[src/rtl/sram_1r1w_param_ctrl.sv]
// Parametrised single-clock 1R1W SRAM model with byte-lane write mask,
// selectable read latency and collision policy, and a post-reset clearing sweep.
module sram_1r1w_param_ctrl #(
  parameter int DATA_WIDTH   = 32,
  parameter int ADDR_WIDTH   = 6,
  parameter int READ_LAT     = 1,
  parameter bit BYPASS       = 1'b1,
  parameter bit CLEAR_ON_RST = 1'b1,
  localparam int NUM_WMASKS  = DATA_WIDTH / 8
) (
  input  logic                  clk0,
  input  logic                  rst0,
  input  logic                  csb0,
  input  logic [NUM_WMASKS-1:0] wmask0,
  input  logic [ADDR_WIDTH-1:0] addr0,
  input  logic [DATA_WIDTH-1:0] din0,
  input  logic                  csb1,
  input  logic [ADDR_WIDTH-1:0] addr1,
  output logic [DATA_WIDTH-1:0] dout1,
  output logic                  dout1_vld,
  output logic                  ready
);

  localparam int RAM_DEPTH = 1 << ADDR_WIDTH;
  localparam logic [0:0] ST_CLEAR = 1'b0;
  localparam logic [0:0] ST_READY = 1'b1;
  localparam logic [ADDR_WIDTH-1:0] LAST_ADDR = {ADDR_WIDTH{1'b1}};

  generate
    if ((DATA_WIDTH % 8) != 0 || (READ_LAT != 1 && READ_LAT != 2)) begin : g_bad_param
      $error("sram_1r1w_param_ctrl: DATA_WIDTH must be a multiple of 8 and READ_LAT 1 or 2");
    end
  endgenerate

  logic [DATA_WIDTH-1:0] mem_r [RAM_DEPTH];
  logic [0:0]            state_r;
  logic                  ready_r;
  logic [ADDR_WIDTH-1:0] clr_cnt_r;
  logic [DATA_WIDTH-1:0] dout_p1_r;
  logic                  vld_p1_r;
  logic                  wr_en_s;
  logic                  rd_en_s;
  logic                  collide_s;
  logic [DATA_WIDTH-1:0] wr_word_s;
  logic [DATA_WIDTH-1:0] rd_word_s;

  function automatic logic [DATA_WIDTH-1:0] lane_merge(
    input logic [DATA_WIDTH-1:0] old_word,
    input logic [DATA_WIDTH-1:0] new_word,
    input logic [NUM_WMASKS-1:0] mask
  );
    logic [DATA_WIDTH-1:0] w;
    for (int i = 0; i < NUM_WMASKS; i++) begin
      w[8*i +: 8] = mask[i] ? new_word[8*i +: 8] : old_word[8*i +: 8];
    end
    return w;
  endfunction

  // Ports are dead during reset and while the clear sweep runs.
  assign wr_en_s   = ready_r & ~csb0 & ~rst0;
  assign rd_en_s   = ready_r & ~csb1 & ~rst0;
  assign collide_s = wr_en_s & (addr0 == addr1);
  assign wr_word_s = lane_merge(mem_r[addr0], din0, wmask0);

  // Read data source: bypass the merged write word on a same-address collision.
  always_comb begin
    rd_word_s = mem_r[addr1];
    if (BYPASS && collide_s) begin
      rd_word_s = wr_word_s;
    end else begin
      rd_word_s = mem_r[addr1];
    end
  end

  // Control FSM: clear sweep after reset, then live ports until the next reset.
  always_ff @(posedge clk0) begin
    if (rst0) begin
      state_r   <= CLEAR_ON_RST ? ST_CLEAR : ST_READY;
      ready_r   <= 1'b0;
      clr_cnt_r <= {ADDR_WIDTH{1'b0}};
    end else begin
      case (state_r)
        ST_CLEAR: begin
          clr_cnt_r <= clr_cnt_r + ADDR_WIDTH'(1);
          if (clr_cnt_r == LAST_ADDR) begin
            state_r <= ST_READY;
            ready_r <= 1'b1;
          end
        end
        ST_READY: ready_r <= 1'b1;
        default: begin
          state_r <= ST_CLEAR;
          ready_r <= 1'b0;
        end
      endcase
    end
  end

  // Storage array: one word zeroed per cycle during the sweep, else masked writes.
  always_ff @(posedge clk0) begin
    if (!rst0 && state_r == ST_CLEAR) begin
      mem_r[clr_cnt_r] <= {DATA_WIDTH{1'b0}};
    end else if (wr_en_s) begin
      mem_r[addr0] <= wr_word_s;
    end
  end

  // First read stage: data holds between reads, strobe only on an accepted read.
  always_ff @(posedge clk0) begin
    if (rst0) begin
      dout_p1_r <= {DATA_WIDTH{1'b0}};
      vld_p1_r  <= 1'b0;
    end else begin
      vld_p1_r <= rd_en_s;
      if (rd_en_s) begin
        dout_p1_r <= rd_word_s;
      end
    end
  end

  generate
    if (READ_LAT == 2) begin : g_lat2
      logic [DATA_WIDTH-1:0] dout_p2_r;
      logic                  vld_p2_r;

      // Optional output pipeline stage.
      always_ff @(posedge clk0) begin
        if (rst0) begin
          dout_p2_r <= {DATA_WIDTH{1'b0}};
          vld_p2_r  <= 1'b0;
        end else begin
          vld_p2_r <= vld_p1_r;
          if (vld_p1_r) begin
            dout_p2_r <= dout_p1_r;
          end
        end
      end

      assign dout1     = dout_p2_r;
      assign dout1_vld = vld_p2_r;
    end else begin : g_lat1
      assign dout1     = dout_p1_r;
      assign dout1_vld = vld_p1_r;
    end
  endgenerate

  assign ready = ready_r;

endmodule

[config.mk]
export PLATFORM = sky130hd
export DESIGN_NAME = sram_1r1w_param_ctrl
export DESIGN_NICKNAME = d
export VERILOG_FILES = /design/src/rtl/sram_1r1w_param_ctrl.sv
export SDC_FILE = /design/constraint.sdc
export NUM_CORES = 2
export LEC_CHECK = 0
export BUFFER_PORTS_ARGS = -buffer_cell sky130_fd_sc_hd__buf_2
export CAP_MARGIN = 15
export CORE_MARGIN = 2
export CORE_UTILIZATION = 45
export CTS_CLUSTER_SIZE = 10
export DETAILED_ROUTE_END_ITERATION = 7
export PLACE_DENSITY = 0.68
export SETUP_SLACK_MARGIN = 0.4
export SYNTH_ARGS = -nofsm -noshare
export SYNTH_HDL_FRONTEND = slang
export SYNTH_SLANG_ARGS = --single-unit
[constraint.sdc]
create_clock -name clk0 -period 6.2 [get_ports clk0]
set_clock_uncertainty 0.15 [all_clocks]
set_input_delay 0.31 -clock clk0 [delete_from_list [all_inputs] [get_ports clk0]]
set_output_delay 0.31 -clock clk0 [all_outputs]
set_load 0.05 [all_outputs]
Yosys cells after proc, flatten, opt, wreduce, memory -nomap -nowiden
Memory sizes are Yosys's and may differ from the RTL's.
Cells that the tools add are included.
Word-level totals
  bits in registers: 41
  latch bits: 0
  RAM bits: 2048
  bits in read-only memories: 0
  input port bits: 52
  output and inout bits: 34
  logic and storage cells: 39
  memories: 1
Memories
  mem_r: words 64, width 32, read ports 2, clocked after Yosys merged registers in 0, write ports 1, RTL line 35  | logic [DATA_WIDTH-1:0] mem_r [RAM_DEPTH];
Cells by class
  add/sub/neg operators: 1
  $mul: 0
  div/mod/pow operators: 0
  magnitude comparators: 0
  equality and inequality tests: 3
  shifts and indexed selects: 0
  multiplexer cells: 17
  bitwise operators: 9
  reductions and logical operators: 3
Operators with widths (number)
  2-to-1 mux 32 bit: 2
  2-to-1 mux 8 bit: 4
  OR reduction 32 bit: 1
  2-to-1 mux 1 bit: 9
  adder 6 x 1 -> 6 bit (second input constant): 1
  equality test 6 bit: 1
  equality test 6 bit (second input constant): 1
  2-to-1 mux 6 bit: 1
  bitwise AND 1 bit: 5
  NOT 1 bit: 4
  != test 2 bit (second input constant): 1
  one-hot mux 1 bit (2 select lines): 1
  logical AND 1 bit: 1
  logical NOT 1 bit: 1

Logic depth before layout (Yosys ltp)
  depth in word-level cells: 8
  gate-level depth with buffers: 11
  depth with buffers taken out: 6

Worst setup path before layout
Ideal clock, no wire load.
  path type: register to register
  start point: register ready_r, in the netlist ready
  end point: memory mem_r[0][24], data pin
  setup time: 0.728 ns
  data arrival time: 4.461 ns
  data required time: 5.322 ns
  path slack: 0.860 ns
  cell stages (with the launch flop): 5
  buffers on the path: 1
  clock period less this slack: 5.340 ns
  path through: dfxtp_1 -> nor4bb_1 -> clkbuf_1 -> nand2b_1 -> o32ai_1
Between the ends
  longest elaborated chain between the ends: 7
RTL lines
  from (decl): RTL line 37  | logic ready_r;
  from (signal assigned): RTL line 79  | ready_r <= 1'b0;
  from (signal assigned): RTL line 87  | ready_r <= 1'b1;
  from (signal assigned): RTL line 90  | ST_READY: ready_r <= 1'b1;
  bitwise AND 1 bit (2 in series): RTL line 60  | assign wr_en_s = ready_r & ~csb0 & ~rst0;
  2-to-1 mux 1 bit: RTL line 103  | end else if (wr_en_s) begin
  2-to-1 mux 1 bit: RTL line 101  | if (!rst0 && state_r == ST_CLEAR) begin
  2-to-1 mux 1 bit (implied by the code): RTL line 104  | mem_r[addr0] <= wr_word_s;
  OR reduction 32 bit (no line)
  2-to-1 mux 32 bit (no line)
  to (decl): RTL line 35
Every way passes these cells.

Worst setup path in the final report
  start point: register state_r
  end point: memory mem_r[63][15], enable pin
Between the ends
  longest elaborated chain between the ends: 6
  elaborated cells between the ends (all ways): 9
  those cells by class: mux: 6; bitwise: 1; reduce/logical: 2
RTL lines
  from (decl): RTL line 36  | logic [0:0] state_r;
  from (signal assigned): RTL line 78  | state_r <= CLEAR_ON_RST ? ST_CLEAR : ST_READY;
  NOT 1 bit (*)
  logical AND 1 bit (*): RTL line 101
  2-to-1 mux 1 bit: RTL line 101
  2-to-1 mux 1 bit (implied by the code): RTL line 104
  OR reduction 32 bit (no line)
  2-to-1 mux 6 bit (no line) or 2-to-1 mux 1 bit (tied branches)
Mark *: on every way between the ends. The rest lies on a longest branch, timed or not.

==> metrics <==
Commonest cells post-synth=edfxtp_1, mux4_2, mux2i_1, clkbuf_1, o221ai_1; sequential share of the synthesized area=64.0%; Unique masters post-synth=57; largest cells by area after synthesis=edfxtp_1, mux4_2, mux2i_1; power per cell area=266 nW/um2; share of layout cells above drive strength 1=32.3%; H-tree depth=4; post-layout util=51.1%; worst-path fanout max=18; final hold vios=0; Total GRT Usage=29.5%; WL final=329,000 um; met1 wire length=115,000 um; EDFF count, synth=2,048; Buffers on Ports=85; most used flip-flop cell after synthesis=edfxtp_1; die height=469 um; Mean Syn Cell Area=18.9 um2; count leader, synth=edfxtp_1; Met3 Routed Length=45,700 um; total CTS buffers=228; nature of the critical path endpoint=register; final worst path period share=70.0%; Residual DRC=2; total grt overflow=0; IO Pins=86; setup TNS=0 ns; Die X=469 um; Post-synth ARST share=0%; hold crit path type=in2reg; Initial Utilization=45.4%; DR WL/cell=39.8 um; Yosys top cell area share=63.1%; RSZ-0062 raised after global routing=no; area leader, netlist=edfxtp_1; Startpoint Class=register; max cap viols=0; Worst Max-Slew Pin Slew=1.28 ns; leakage power=39.0 nW; Worst EP required=6.58 ns; final setup violation count=0; CTS Hold Bufs=43; CTS max path bufs=3; area delta synth->final=12.6%; Fillers=16.9k; worst-skew pair later-pin latency=0.87 ns; Synth warnings=0; number of global-route vias before repair=59.1k; Highest Signal Layer=met4; synthesized area=97,400 um2; Cells after Synth=5,143; Sink Count=2,089; initial antenna violation count=7; cts repair resizes=0; TritonCTS clock tree=done; maximum vdd drop=0.306 mV; first-pass GRT wire length=457,000 um; post-CTS setup buffer count=0; Synth Register Bits=2,089; Crit Path Category=reg2reg; Die ar.=220,000 um2; Post-DP HPWL=194,000 um; status=complete, but fails checks; Final #Nets=5,364; Max Fclk=231 MHz; slew margin rel.=14.6%; Vias=59.9k; CTS clk-pin slew, worst paths=0.06 ns; post-layout min period=4.34 ns; First DRT Iteration DRCs=9,981; Worst Path Arrival=4.72 ns; Core Region=215,000 um2; std cell rows=170; gpl congestion=0.901; dpl cell area=103,000 um2; drt first pass iters=8; Root Buffer=clkbuf_16; Slew Limit Fails=0; Mapped Nets=5,196; drt via density=7.24; violated checks=design-rule violations; final instance area=110,000 um2; pin count of the biggest net entering global routing=102; routed wl met2=145,000 um; Routed Antenna Nets=0
[worst paths after layout]
kind | startpoint | to | slack (ns) | cells after the start
min reg2reg | clr_cnt_r[5]$_SDFFE_PP0N_ | clr_cnt_r[5]$_SDFFE_PP0N_ | 0.36 | 2
max reg2reg | state_r$_SDFF_PP0_ | mem_r[63][15]$_DFFE_PP_ | 1.86 | 7
min | wmask0[2] | dout1[18]$_SDFFE_PP0P_ | 0.09 | 3
max | state_r$_SDFF_PP0_ | mem_r[63][15]$_DFFE_PP_ | 1.86 | 7
[per-stage QoR]
stage	hold WS [ns]	instances	total power, mW	setup slack (ns)
floorplan	0.321	5143	16.6	0.860
global placement	0.343	7876	17.2	1.74
detailed placement	0.353	7876	17.2	1.81
CTS	0.0250	8267	29.2	1.99
global route	0.0636	8267	29.8	1.76
finish	0.0920	8272	29.2	1.86
[worst max-delay path: stages (launching register included)]
cell	delay (ns)
dfxtp_1	0.56
nor4bb_2	0.85
buf_4	0.29
nand2_1	0.09
nand2_1	0.18
nand2_1	0.43
nor2_4	1.08
buf_12	0.34
[layer usage]
metal | vias to the layer above | global-route usage, %
met2 | 5153 | 43.3
li1 | 22594 | -
met1 | 31096 | 39.5
met3 | 1024 | 8.05
met5 | - | 0
met4 | 0 | 17.6
[cell type report]
class / count / area (um2) / area share (%)
clock inverter: 15 / 234 / 0.213
inverter: 6 / 22.5 / 0.0205
sequential: 2089 / 62300 / 56.8
timing repair buffer: 365 / 3390 / 3.09
clock buffer: 333 / 6140 / 5.60
antenna: 5 / 12.5 / 0.0114
tap: 2838 / 3550 / 3.24
multi-input combinational: 2621 / 34100 / 31.1
[flip-flops by register name, summed over array words and instances (netlist names)]
register,flops
mem_r,2048
dout1,32
clr_cnt_r,6
dout1_vld,1
ready,1
state_r,1
[power breakdown]
part	leakage (nW)	switching [mW]	internal, mW	total, mW
combinational	12.3	1.09	0.568	1.66
sequential	23.6	0.0177	15.3	15.3
clock	3.06	5.41	6.75	12.2
[logic make-up after synthesis]
logic type	Yosys count	share of synthesized area [%]
AOI/OAI and AO/OA	752	5.71
xor gates and xnor gates	10	0.0899
adders and majority gates	1	0.0128
buffers and inverters	433	2.16
DFF	2089	64.0
muxes	1331	25.3
and+or+nand+nor	527	2.76
[cells in the final DEF, fill, tap and decap left out, types with 16 or more instances in the layout]
master         count
a222oi_1          23
edfxtp_1        2048
nand2_1           90
mux2i_1          272
nand4_1           34
dlygate4sd3_1     43
a21oi_1           68
mux2_2           169
o22ai_1           96
o22ai_4           16
nand3_1           29
nor2_4            64
clkbuf_16        229
nor2_1            85
o221ai_1         192
a22oi_1           82
nand2b_1          41
buf_4            185
a221o_1           33
o21ai_0           86
nor3_1            25
clkbuf_1         102
mux4_2           890
nor2b_1           98
dfxtp_1           41
a22o_1            46
buf_12            54
buf_2             76
a221oi_1          38
Note: power is estimated with default switching activity, not from simulation.
